## src/rtl/flight_math_pkg.sv

```systemverilog
// Shared flight-math types and sign-magnitude helpers.
// Helpers work on MAX_W-wide vectors; callers truncate to the width they need.
package flight_math_pkg;

  localparam int unsigned MAX_W = 128;

  typedef enum logic {
    ACCUM,
    EMIT
  } acc_state_t;

  // Sign-magnitude (sign at bit n-1) to two's complement.
  function automatic logic [MAX_W-1:0] sm_to_tc(input logic [MAX_W-1:0] sm,
                                                input int unsigned      n);
    logic [MAX_W-1:0] mask;
    logic [MAX_W-1:0] mag;
    mask     = (MAX_W'(1) << (n - 1)) - MAX_W'(1);
    mag      = sm & mask;
    sm_to_tc = sm[n-1] ? (~mag + MAX_W'(1)) : mag;
  endfunction

  // Two's complement to n-bit sign-magnitude, saturating to full scale.
  function automatic logic [MAX_W-1:0] tc_to_sm_sat(input  logic [MAX_W-1:0] acc,
                                                    input  int unsigned      n,
                                                    output logic             sat);
    logic             neg;
    logic [MAX_W-1:0] mag;
    logic [MAX_W-1:0] limit;
    neg   = acc[MAX_W-1];
    mag   = neg ? (~acc + MAX_W'(1)) : acc;
    limit = (MAX_W'(1) << (n - 1)) - MAX_W'(1);
    sat   = (mag > limit);
    if (sat) mag = limit;
    // A zero magnitude is always reported as +0.
    tc_to_sm_sat = (neg && (mag != '0)) ? (mag | (MAX_W'(1) << (n - 1))) : mag;
  endfunction

endpackage

```

## src/rtl/smag_accumulator_sm_to_tc.sv

```systemverilog
// Combinational sign-magnitude to two's-complement converter.
// -0 maps to 0; the magnitude is zero-extended before negation.
module sm_to_tc #(
  parameter int IN_W  = 32,
  parameter int OUT_W = 35
) (
  input  logic [IN_W-1:0]  i_sm,
  output logic [OUT_W-1:0] o_tc
);

  logic [OUT_W-1:0] w_mag;

  assign w_mag = {{(OUT_W-IN_W+1){1'b0}}, i_sm[IN_W-2:0]};
  assign o_tc  = i_sm[IN_W-1] ? (~w_mag + OUT_W'(1)) : w_mag;

endmodule

```

## src/rtl/smag_accumulator.sv

```systemverilog
// Sums TERMS sign-magnitude products into one saturated sign-magnitude result.
// One result per TERMS accepted products, emitted from a one-cycle EMIT state.
module smag_accumulator
  import flight_math_pkg::*;
#(
  parameter int N     = 32,
  parameter int TERMS = 3
) (
  input  logic                       clk,
  input  logic                       nrst,
  input  logic                       en,
  input  logic                       clear,
  input  logic                       in_valid,
  input  logic [N-1:0]               in_data,
  input  logic                       in_ovf,
  output logic                       in_ready,
  output logic [N-1:0]               sum,
  output logic                       sum_valid,
  output logic                       sat,
  output logic [$clog2(TERMS+1)-1:0] term_idx
);

  localparam int ACC_W = N + $clog2(TERMS) + 1;
  localparam int IW    = $clog2(TERMS + 1);

  acc_state_t       r_state, w_state_n;
  logic [ACC_W-1:0] r_acc, w_acc_n;
  logic             r_ovf, w_ovf_n;
  logic [IW-1:0]    r_idx, w_idx_n;
  logic [N-1:0]     r_sum, w_sum_n;
  logic             r_sat, w_sat_n;
  logic             r_valid, w_valid_n;
  logic [ACC_W-1:0] w_tc;
  logic [N-1:0]     w_conv;
  logic             w_conv_sat;

  sm_to_tc #(
    .IN_W  (N),
    .OUT_W (ACC_W)
  ) u_sm_to_tc (
    .i_sm (in_data),
    .o_tc (w_tc)
  );

  always_comb begin
    w_conv_sat = 1'b0;
    w_conv     = N'(tc_to_sm_sat(MAX_W'($signed(r_acc)), N, w_conv_sat));

    w_state_n = r_state;
    w_acc_n   = r_acc;
    w_ovf_n   = r_ovf;
    w_idx_n   = r_idx;
    w_sum_n   = r_sum;
    w_sat_n   = r_sat;
    w_valid_n = 1'b0;

    if (clear) begin
      w_state_n = ACCUM;
      w_acc_n   = '0;
      w_ovf_n   = 1'b0;
      w_idx_n   = '0;
    end else begin
      case (r_state)
        ACCUM: begin
          if (in_valid) begin
            w_acc_n = r_acc + w_tc;
            w_ovf_n = r_ovf | in_ovf;
            w_idx_n = r_idx + IW'(1);
            if (r_idx == IW'(TERMS - 1)) w_state_n = EMIT;
          end
        end
        EMIT: begin
          w_sum_n   = w_conv;
          w_sat_n   = w_conv_sat | r_ovf;
          w_valid_n = 1'b1;
          w_acc_n   = '0;
          w_ovf_n   = 1'b0;
          w_idx_n   = '0;
          w_state_n = ACCUM;
        end
        default: w_state_n = ACCUM;
      endcase
    end
  end

  always_ff @(posedge clk or negedge nrst) begin
    if (!nrst) begin
      r_state <= ACCUM;
      r_acc   <= '0;
      r_ovf   <= 1'b0;
      r_idx   <= '0;
      r_sum   <= '0;
      r_sat   <= 1'b0;
      r_valid <= 1'b0;
    end else if (en) begin
      r_state <= w_state_n;
      r_acc   <= w_acc_n;
      r_ovf   <= w_ovf_n;
      r_idx   <= w_idx_n;
      r_sum   <= w_sum_n;
      r_sat   <= w_sat_n;
      r_valid <= w_valid_n;
    end
  end

  assign in_ready  = (r_state == ACCUM);
  assign sum       = r_sum;
  assign sum_valid = r_valid;
  assign sat       = r_sat;
  assign term_idx  = r_idx;

endmodule

```

## config.mk

```make
export PLATFORM = sky130hd
export DESIGN_NAME = smag_accumulator
export DESIGN_NICKNAME = d
export VERILOG_FILES = /design/src/rtl/flight_math_pkg.sv /design/src/rtl/smag_accumulator_sm_to_tc.sv /design/src/rtl/smag_accumulator.sv
export SDC_FILE = /design/constraint.sdc
export NUM_CORES = 1
export LEC_CHECK = 0
export BUFFER_PORTS_ARGS = -buffer_cell sky130_fd_sc_hd__buf_2
export CAP_MARGIN = 20
export CORE_MARGIN = 2
export CORE_UTILIZATION = 60
export DETAILED_ROUTE_END_ITERATION = 7
export PLACE_DENSITY = 0.82
export SETUP_SLACK_MARGIN = 0.15
export SYNTH_ARGS = -nofsm -noshare
export SYNTH_HDL_FRONTEND = slang
export SYNTH_SLANG_ARGS = --single-unit
export TNS_END_PERCENT = 10
```

## constraint.sdc

```tcl
create_clock -name clk -period 3.45 [get_ports clk]
set_clock_uncertainty 0.1 [all_clocks]
set_input_delay 0.5175 -clock clk [delete_from_list [all_inputs] [get_ports clk]]
set_output_delay 0.5175 -clock clk [all_outputs]
set_load 0.005 [all_outputs]
```

After elaboration in Yosys (flattened, before gate mapping)
Index checks and enable logic that the tools add are counted.

word-level totals
  bits of input ports = 38
  register bits = 73
  output and inout port bits = 37

cells by class
  mux-type cells = 19
  equal/unequal tests = 2
  $lt $le $gt $ge = 1
  reduce and logical (&&, ||, !) cells = 4
  $add $sub $neg = 4
  bitwise logic cells = 6

operators by type and width
  cell                                                               number
  two-way mux 128 bit                                                2
  adder 128 x 1 -> 128 bit (second input constant)                   1
  greater-than comparator 128 x 31 -> 1 bit (second input constant)  1
  inverter 128 bit                                                   1
  nonzero test 128 bit                                               1
  two-way mux 35 bit                                                 3
  one-hot mux 35 bit (2 select lines)                                1
  adder 35 x 1 -> 35 bit (second input constant)                     1
  adder 35 bit                                                       1
  inverter 31 -> 35 bit                                              1
  two-way mux 32 bit                                                 1
  two-way mux 1 bit                                                  7
  two-way mux 2 bit                                                  2
  one-hot mux 1 bit (2 select lines)                                 2
  one-hot mux 2 bit (2 select lines)                                 1
  != test 3 bit (second input constant)                              1
  AND reduction 3 bit                                                1
  adder 2 x 1 -> 2 bit (second input constant)                       1
  equality test 2 bit (second input constant)                        1
  inverter 1 bit                                                     2
  OR 1 bit                                                           2
  AND reduction 2 bit                                                1
  logical AND 1 bit                                                  1

Longest topological paths before layout
  word-level depth = 8
  mapped depth = 17

By module
Synthesis repeated with hierarchy kept, for this count alone.

second synthesis, totals
  cells, all modules = 754
  area total of the unflattened synthesis = 6268.5 um2

by module, submodules not included
  module            cells an instance  area each (um2)  instances
  smag_accumulator  649                5475.3           1
  sm_to_tc          105                793.3            1

Least setup slack after synthesis
Ideal clock, no wire load.

  kind = input-to-reg
  start = in in_data[7]
  end = reg r_acc[34]
  data required time = 3221 ps
  path buffers = 0
  data arrival time = 4570 ps
  stages on the path = 16
  slack = -1350 ps
  path through = or4_1 > or3_1 > or3_1 > nand2b_1 > or4_1 > nand2_1 > xnor2_1 > ha_1 > and4_1 > and3_1 > inv_1 > a2bb2oi_1 > nand2_1 > a221oi_1 > mux2i_1 > a22oi_1

between the ends
  word-level cells in the longest chain between the ends = 7

ends and longest elaborated chain
  what                                     RTL line                         source
  from (decl)                              smag_accumulator.sv:14           input logic [N-1:0] in_data,
  inverter 31 -> 35 bit                    smag_accumulator_sm_to_tc.sv:14  assign o_tc = i_sm[IN_W-1] ? (~w_mag + OUT_W'(1)) : w_mag;
  adder 35 x 1 -> 35 bit                   smag_accumulator_sm_to_tc.sv:14
  two-way mux 35 bit (*)                   smag_accumulator_sm_to_tc.sv:14
  adder 35 bit (*)                         smag_accumulator.sv:66           w_acc_n = r_acc + w_tc;
  two-way mux 35 bit (*)                   smag_accumulator.sv:65           if (in_valid) begin
  one-hot mux 35 bit (2 select lines) (*)  smag_accumulator.sv:63           case (r_state)
  two-way mux 35 bit (*)                   smag_accumulator.sv:57           if (clear) begin
  to (signal assigned)                     smag_accumulator.sv:97           r_acc <= w_acc_n;
  to (decl)                                smag_accumulator.sv:27           logic [ACC_W-1:0] r_acc, w_acc_n;

Every way passes the cells marked *; elsewhere a longest branch is shown, timed or not. The select of a mux whose other input is x is not followed.
A chain may end at the register's enable or synchronous reset.

Worst setup path in the final report
  start = in in_data[4]
  end = reg r_acc[31]

Same word-level chain as after synthesis.

==> results.yml <==
sta:
  finalSetupViolCount: 21
  tightestPinTransition_ns: 0.536
  drv_slew: 0
  rsz0062_at_grt: "yes"
  worst_slack_ns: -1.01
  layout_min_cycle_time_ns: 4.46
  period_share_pct: 129
  hold_viol_final: 0
  slew_headroom_pct: 64.0
  max_freq_mhz: 224
layout:
  antenna_cells: 0
  area_growth_syn_to_layout_pct: 41.1
  instances_no_fill: 1105
  fin_nets: 1043
  layout-drive-gt1-share_pct: 36.7
  post-route-util_pct: 87.7
synth:
  synthCells: 743
  yosys_warnings: 0
  synth_area_leaders: "dfrtp_1 30%, xnor2_1 7.6%, ha_1 7.6%"
  ys_ff_latch: 73
  synth-edff-count: 0
  syn_nets: 819
  synth-async-reset-ratio_pct: 100
  ys_seq_area_share_pct: 29.9
  synth.top_cells.by_count: "88 x nand2_1, 75 x o21ai_0, 73 x dfrtp_1, 64 x nor2_1, 53 x xnor2_1"
  synth.distinct_cells: 68
  syn_avg_cell_area_sq_um: 8.21
  ys.flop_type: "dfrtp_1"
  synth.most_common_cell: "nand2_1"
  syn_area_sq_um: 6100
  synth_largest_area_cell: "dfrtp_1"
  synth_top_area_share_pct: 29.9
setup_path:
  crit_path_start_kind: "primary input"
  critPathBufInv: 3
  path_cells: "buf_6 > or4_4 > or3_4 > or3_4 > nand2b_4 > or4_4 > nand2_4 > xnor2_4 > ha_4 > and4_4 > and3_4 > nand3_4 > a21oi_4 > buf_6 > a2111oi_4 > buf_4 > o21bai_4 > xnor2_2 > o21ai_1"
  required_ns: 3.59
  cp_max_fo: 5
  critical_path.slowest_cell: "or4_4"
  rr_startpoint: "r_acc[6]"
  path_class: "primary input to flip-flop"
  rrSetupSlack_ns: 0.15
  worstSetupEndpointType: "flip-flop"
  rr_worst_depth: 8
  cpPeakStageDelay_ns: 0.54
  cp_data_arrival_time_ns: 4.60
  crit_family: "simple AND/OR/NAND/NOR gates"
  r2r-end: "sum[31]"
global_route:
  grt_pass1_vias: 6823
  grt_pass1_wl_um: 32800
  busiest_layer: "met2"
  met3_usage_pct: 5.36
  grt_use_met2_pct: 59.7
  grt.total_usage_pct: 36.9
  antenna_found_initial: 0
  met1_usage_pct: 48.2
  grt_start_max_net_pins: 74
  gr-total-overflow: 0
routing:
  drc: 0
  num_vias: 7023
  viasPerCell: 6.36
  wl_per_cell_um: 19.2
  drt_wl_total_um: 21200
  ant_nets: 0
  drtIter0Drc: 704
  drt_first_pass_iters: 5
floorplan:
  fp.dieArea_sq_um: 11000
  rows: 36
  die_w_um: 105
  start_util_pct: 62.2
  top_level_ports: 75
  coreArea_sq_um: 9820
  fp.dieH_um: 105
pwr:
  p_leak_nw: 4.04
  vdd_ir_drop_max_uv: 306
  powerDensity_nw_per_um2: 588
min_path:
  hold_class: "primary input to async pin"
placement:
  routabilityCongestion: 0.920
  hpwl_um: 14700
  place_inst: 1078
  pre_cts_ws_ns: -1.39
  io_buffers: 74
cts:
  htree_levels: 3
  clockRootBuffer: "clkbuf_8"
  clockBufferDepth: 2
  cts_tree: "done"
  clock-sinks: 73
  clk_pin_slew_ns: 0.08
  numCtsBuffers: 9
  cts_hold_buf: 0
  clkLatencyLatePin_ns: 0.37
status:
  violations: "negative setup slack"
  outcome: "finished, violations left"
run:
  timing.max_cap.violations: 0
[layout make-up]
| type | instances | area [sq um] |
|---|---|---|
| Inverter | 19 | 71.3 |
| Timing Repair Buffer | 248 | 1710 |
| Tap cell | 133 | 166 |
| Clock inverter | 6 | 115 |
| Multi-Input combinational cell | 616 | 4590 |
| Sequential cell | 73 | 1830 |
| Clock buffer | 10 | 128 |
| Fill cell | 527 | 1210 |
[sequential cells by signal (all words and copies together) (netlist names)]
signal and cells:
sum_valid 1, sat 1, term_idx 2, r_ovf 1, sum 32, r_acc 35, r_state 1
[layout by cell type (no fill, tap or decap), types with 4 or more instances in the layout]
cell and n:
ha_1 34, buf_4 171, o31ai_1 13, dfrtp_1 73, o21ai_1 13, nand4_1 5, buf_2 72, inv_1 17
nand2b_1 7, or4_4 6, o31ai_2 7, nand3_1 9, o21a_1 7, o21ai_0 59, or3_1 5, or4_1 9
nand2_1 83, nor4_1 7, a31oi_1 26, o21ai_2 4, xnor2_1 49, xor2_1 31, o41ai_1 6, nor2_1 64
a21o_1 15, nor3_1 9, and3_1 5, a21oi_1 21, a21oi_2 11, nand3b_1 4, clkbuf_8 9, buf_6 4
a211oi_1 5, nor2b_1 6
[per-stage QoR]
step / power, mW / hold slack (ns) / instance area, sq um / setup TNS (ns)
2_1_floorplan: 2.73 / 0.122 / 6160 / -13.32
3_3_place_gp: 3.68 / 0.350 / 7810 / -20.83
3_5_place_dp: 3.80 / 0.362 / 7810 / -22.30
4_1_cts: 4.79 / 0.0926 / 8340 / -9.31
5_1_grt: 5.33 / 0.100 / 8610 / -14.88
6_report: 5.06 / 0.0720 / 8610 / -12.25
[cells by family (layout without fill, tap and decap cells)]
kind of cell | count (synthesis) | after routing | share of synthesized area, %
buf+inv | 54 | 283 | 3.57
mux | 4 | 4 | 0.677
flops | 73 | 73 | 29.9
compound gates | 235 | 235 | 25.1
xor+xnor | 84 | 84 | 12.1
fa+ha+maj | 38 | 38 | 7.91
simple gates | 255 | 255 | 20.8
[layer usage]
metal  up-vias  part of all wire, %  wire, um
li1       3179                    -         -
met1      3288                   39      8320
met2       451                   47      9980
met3       105                  9.0      1920
met4         0                  4.6       966
met5         -                    0         0
[worst reg2reg max path, delay by kind of cell, from the launching register on]
family           cells  cell delay (ns)
AND/OR/NAND/NOR      5             1.99
XOR/XNOR             1             0.13
flip-flops           1             0.51
AO/OA/AOI/OAI        2             0.44
[what timing repair did]
item,4_1_cts,5_1_grt
pin swaps,13,25
resized for setup,66,43
endpoints found under the setup margin,23,26
buffers inserted,7,4
[how the worst max path moves through the flow]
stage,depth (start not counted),from,end
finish,19,in_data[4],r_acc[31]
CTS,18,in_data[7],r_acc[34]
detailed placement,17,in_data[7],r_acc[34]
global route,19,in_data[4],r_acc[30]
floorplan,16,in_data[7],r_acc[33]
global placement,17,in_data[7],r_acc[33]
[where the power goes]
group	internal (mW)	leakage (nW)	switching [mW]	total [mW]
registers	1.06	0.932	0.204	1.26
logic	1.36	2.99	1.59	2.95
clock network	0.485	0.117	0.365	0.849
Power figures use the tool's default switching activity.
